[src/rtl/seq_shift_add_multiplier.sv]
// Purpose: iterative shift-add multiplier, unsigned or two's-complement, WIDTH-bit operands -> 2*WIDTH-bit product.
// Latency: start sampled on edge 0, product in z with a one-cycle done pulse after edge WIDTH; one result per WIDTH+1 cycles.
// Backpressure: start is ignored while busy=1; start held in the done cycle launches the next operation.
//
// Ports:
//   clk, rst_n          clock, asynchronous active-low reset
//   start, signed_mode  request and mode, sampled together with a/b while not busy
//   a, b                multiplicand / multiplier
//   busy, done, z       iterating flag, one-cycle completion pulse, held product register
module seq_shift_add_multiplier #(
    parameter int WIDTH = 8
) (
    input  logic                 clk,
    input  logic                 rst_n,
    input  logic                 start,
    input  logic                 signed_mode,
    input  logic [WIDTH-1:0]     a,
    input  logic [WIDTH-1:0]     b,
    output logic                 busy,
    output logic                 done,
    output logic [2*WIDTH-1:0]   z
);

    localparam int CW = (WIDTH > 2) ? $clog2(WIDTH) : 1;

    typedef enum logic [1:0] {
        ST_IDLE = 2'd0,
        ST_CALC = 2'd1,
        ST_DONE = 2'd2
    } state_t;

    state_t             state;
    logic [WIDTH-1:0]   mcand;
    logic [WIDTH-1:0]   mplier;
    logic [2*WIDTH:0]   acc;      // bit 2*WIDTH is the carry slot of the upper-half add
    logic [CW-1:0]      cnt;
    logic               neg;

    logic [WIDTH-1:0]   a_mag;
    logic [WIDTH-1:0]   b_mag;
    logic [WIDTH-1:0]   addend;
    logic [WIDTH:0]     upper_sum;
    logic [2*WIDTH:0]   acc_next;
    logic [2*WIDTH-1:0] prod_mag;
    logic               accept;

    // Magnitude of the most negative operand wraps to itself, which is the
    // correct unsigned magnitude 2^(WIDTH-1).
    assign a_mag = (signed_mode && a[WIDTH-1]) ? -a : a;
    assign b_mag = (signed_mode && b[WIDTH-1]) ? -b : b;

    assign addend    = mplier[0] ? mcand : '0;
    assign upper_sum = acc[2*WIDTH:WIDTH] + {1'b0, addend};
    // Add into the upper half, then shift the whole accumulator right by one;
    // the add carry lands just below the (now zero) top bit.
    assign acc_next  = {1'b0, upper_sum, acc[WIDTH-1:1]};
    assign prod_mag  = acc_next[2*WIDTH-1:0];

    assign accept = start && (state != ST_CALC);

    always_ff @(posedge clk or negedge rst_n) begin
        if (!rst_n) begin
            state  <= ST_IDLE;
            mcand  <= '0;
            mplier <= '0;
            acc    <= '0;
            cnt    <= '0;
            neg    <= 1'b0;
            busy   <= 1'b0;
            done   <= 1'b0;
            z      <= '0;
        end else begin
            case (state)
                ST_CALC: begin
                    acc    <= acc_next;
                    mplier <= mplier >> 1;
                    cnt    <= cnt + 1'b1;
                    if (cnt == CW'(WIDTH - 1)) begin
                        z     <= neg ? -prod_mag : prod_mag;
                        state <= ST_DONE;
                        busy  <= 1'b0;
                        done  <= 1'b1;
                    end
                end
                default: begin  // ST_IDLE and ST_DONE behave identically on start
                    done <= 1'b0;
                    if (accept) begin
                        mcand  <= a_mag;
                        mplier <= b_mag;
                        neg    <= signed_mode & (a[WIDTH-1] ^ b[WIDTH-1]);
                        acc    <= '0;
                        cnt    <= '0;
                        busy   <= 1'b1;
                        state  <= ST_CALC;
                    end else begin
                        busy  <= 1'b0;
                        state <= ST_IDLE;
                    end
                end
            endcase
        end
    end

endmodule

[config.mk]
export PLATFORM = sky130hd
export DESIGN_NAME = seq_shift_add_multiplier
export DESIGN_NICKNAME = d
export VERILOG_FILES = /design/src/rtl/seq_shift_add_multiplier.sv
export SDC_FILE = /design/constraint.sdc
export NUM_CORES = 1
export LEC_CHECK = 0
export ABC_AREA = 1
export ABC_CLOCK_PERIOD_IN_PS = 3800
export CORE_UTILIZATION = 28
export CTS_BUF_LIST = sky130_fd_sc_hd__clkbuf_2
export DETAILED_ROUTE_END_ITERATION = 8
export DONT_BUFFER_PORTS = 1
export SLEW_MARGIN = 10
export SYNTH_ARGS = -nofsm -noshare
export SYNTH_HDL_FRONTEND = slang
export SYNTH_SLANG_ARGS = --single-unit
[constraint.sdc]
create_clock -name clk -period 3.8 [get_ports clk]
set_clock_uncertainty 0.1 [all_clocks]
set_input_delay 0.57 -clock clk [delete_from_list [all_inputs] [get_ports clk]]
set_output_delay 0.57 -clock clk [all_outputs]
set_load 0.005 [all_outputs]
==> results.cfg <==
[status]
outcome = finished clean

[final_layout]
finish.cell_count_without_fillers = 550
layout-area-overhead-vs-synth_pct = 6.494
layout-drive-gt1-share_pct = 8.537
stdcell_area_sq_um = 3386
antennaDiodeCount = 0
count_of_nets_after_finishing = 444

[synth]
syn_inst = 410
synth_xor_xnor_area_share_pct = 5.510
synth.yosys.warnings = 0
net_count_of_the_mapped_netlist = 444
synth.top_cell.area_share_pct = 41.72
library_cell_occupying_the_most_area_in_the_post_synthesis_netlist = sky130_fd_sc_hd__dfrtp_1
synth.mux.area_fraction_pct = 0
yosysUniqueCellTypes = 31
post_synth_main_area_contributors = sky130_fd_sc_hd__dfrtp_1 (42%), sky130_fd_sc_hd__nand2_1 (14%), sky130_fd_sc_hd__o21ai_0 (6.1%), sky130_fd_sc_hd__inv_1 (5.5%), sky130_fd_sc_hd__ha_1 (5.1%)
area_fraction_in_compound_gates_after_synthesis_pct = 11.61
synth_top_family_by_area = simple AND/OR/NAND/NOR gates
yosys_most_used_dff = sky130_fd_sc_hd__dfrtp_1
synth_seq_cells = 53
synth.most_common_cell = sky130_fd_sc_hd__nand2_1
synthTopCellsByCount = sky130_fd_sc_hd__nand2_1 (115), sky130_fd_sc_hd__dfrtp_1 (53), sky130_fd_sc_hd__inv_1 (47), sky130_fd_sc_hd__o21ai_0 (39), sky130_fd_sc_hd__nand3_1 (26)
synthesis.area_sq_um = 3179
synth_edf_count = 0
synth-async-reset-ratio_pct = 100.0
synth-adder-area-share_pct = 5.746
post_synth.cell_area_avg_sq_um = 7.754
yosys.area_share.simple_pct = 27.35
synth-seq-area-share_pct = 41.72

[place]
placement.io_buffers = 0
place_inst = 541
dp_hpwl_microns = 5102
place_area_sq_um = 3312
preCtsSetupSlack_ns = 1.334
routabilityCongestion = 0.7734

[min_path]
hold_end = mplier[7]
hold_path.startpoint = b[7]
hold-path-cell-count = 2
worstHoldPathType = in -> reg

[pwr]
p_leak_nw = 1.713
ir_drop_v = 0.0003176
design_power_total_mw = 2.317
cellPowerDensity_nw_per_um2 = 684.3

[setup_path]
minimum_setup_slack_among_reg_to_reg_paths_ns = 1.31
worst_ep_arrival_time_ns = 2.75
rr_worst_depth = 14
cpMostUsedCell = sky130_fd_sc_hd__nand2_2
cp-end-kind = flip-flop
critical_path_peak_fanout = 9
start_kind = flip-flop
path_delay_family = simple AND/OR/NAND/NOR gates
cp_slowest_stage_delay_ns = 0.52
slowest_stage = sky130_fd_sc_hd__dfrtp_1
cp_cell_sequence = nand2_1, inv_1, ha_1, fa_1, nor2_1, nand2_2, nor2_4, nand2_4, nor2_2, nand2_2, nand2_2, nand3_2, nand3_1, nand2_1
worst-setup-path-type = reg -> reg
rr_startpoint = mplier[0]
critPathBufInv = 1
worst_r2r_endpoint = z[15]
critPathRequiredTime_ns = 4.06

[drt]
num_vias = 2551
detail_route.wl_per_cell_microns = 12.37
via_per_inst = 4.638
routed_wl_microns = 6801
drt_pass_1_iters = 4
post-route-drc-count = 0
number_of_drc_markers_after_the_initial_detailed_route_iteration = 132
drt.antenna.violating_nets = 0

[floorplanning]
fp.coreArea_sq_um = 10940
die_boundary_height_microns = 108.6
pin_count = 38
initial_utilization_pct = 29.07
die_width_microns = 108.6
placement_rows = 38
die-area_sq_um = 11790

[clock_tree]
cts_bufs_inserted = 5
clkTransAtPathRegs_ns = 0.25
cts.sink_count = 53
h_tree_depth = 2
clk_latency_ns = 0.42
postCtsSetupBuffers = 0
clock_path_buffers = 2
ctsRootBufferMaster = sky130_fd_sc_hd__clkbuf_2
cts_tree = yes

[global_route]
grt_first_pass_wirelength_microns = 11760
grt_overflow = 0
grt_max_degree = 54
groute.usage.overall_pct = 12.67
grt_antenna_before_repair = 0
vias_in_the_first_global_route = 2497

[job]
max_cap_viol_count = 0

[timing]
tightest_slew_ns = 0.8434
grt_setup_unrepaired = false
period_share_pct = 65.54
timing.max_slew.rel_slack_pct = 43.64
hold_violations = 0
max_clock_freq_mhz = 401.5
setup_total_negative_slack_ns = 0
fin_crit_ns = 2.490
setup_viol = 0
timing.final.ws_setup_ns = 1.310
drv_slew = 0
layout by cell type (no fill, tap or decap), drive strengths merged:
cell type	netlist	final
o211ai	2	2
dlygate4sd3	0	1
nand3	28	28
nand2	126	126
o31ai	1	1
o221ai	5	5
fa	1	1
o21ai	40	40
dfrtp	53	53
clkinv	2	3
nor2	31	31
nand4	4	4
clkinvlp	0	1
nand3b	1	1
ha	13	13
inv	53	53
a22o	2	2
xnor2	3	3
nor3	3	3
a21oi	7	7
o22ai	6	6
clkbuf	4	5
buf	6	2
a31oi	2	2
xor2	17	17
power breakdown:
group          total (mW)  switching, mW  internal (mW)
sequential          0.950          0.166          0.783
combinational        1.15          0.742          0.412
clock               0.213          0.173         0.0395
total                2.32           1.08           1.23
through the flow:
step | utilization, % | hold slack [ns]
3_3_place_gp | 30.29 | 0.1754
5_1_grt | 30.96 | 0.1505
2_1_floorplan | - | 0.1744
6_report | 30.96 | 0.1891
4_1_cts | 30.96 | 0.1666
3_5_place_dp | 30.29 | 0.1756
worst max-delay path by stage:
stage | start | end | depth (start not counted)
floorplan | mplier[0] | z[15] | 15
detailed placement | mplier[0] | z[14] | 14
finish | mplier[0] | z[15] | 14
global placement | mplier[0] | z[14] | 14
CTS | mplier[0] | z[14] | 14
global route | mplier[0] | z[14] | 14
logic make-up after synthesis:
group,Yosys count
XOR/XNOR,20
flip-flops,53
AND/OR/NAND/NOR,193
AO/OA/AOI/OAI,65
adder cells (fa/ha/maj),14
buffers and inverters,65
cell type report:
type / count / area, sq um
inverter: 55 / 206.4
sequential: 53 / 1326
clock buffer: 5 / 25.02
clock inverter: 2 / 11.26
fill: 1195 / 7550
tap: 140 / 175.2
timing repair buffer: 3 / 45.04
multi-input combinational: 292 / 1597
timing repair:
item | 4_1_cts | 5_1_grt
hold endpoints to repair | 53 | 0
resized for setup | 0 | 0
hold buffers | 2 | 0
flip-flops by register name, summed over array words and instances (netlist names):
name,count
state,1
mplier,8
mcand,8
neg,1
acc,15
cnt,3
done,1
z,16
metal layers:
layer	track usage, %	wire [microns]
met4	3.378	74
met2	18.63	2803
met5	0	0
met1	18.79	3576
met3	2.351	347
Power figures use the tool's default switching activity.
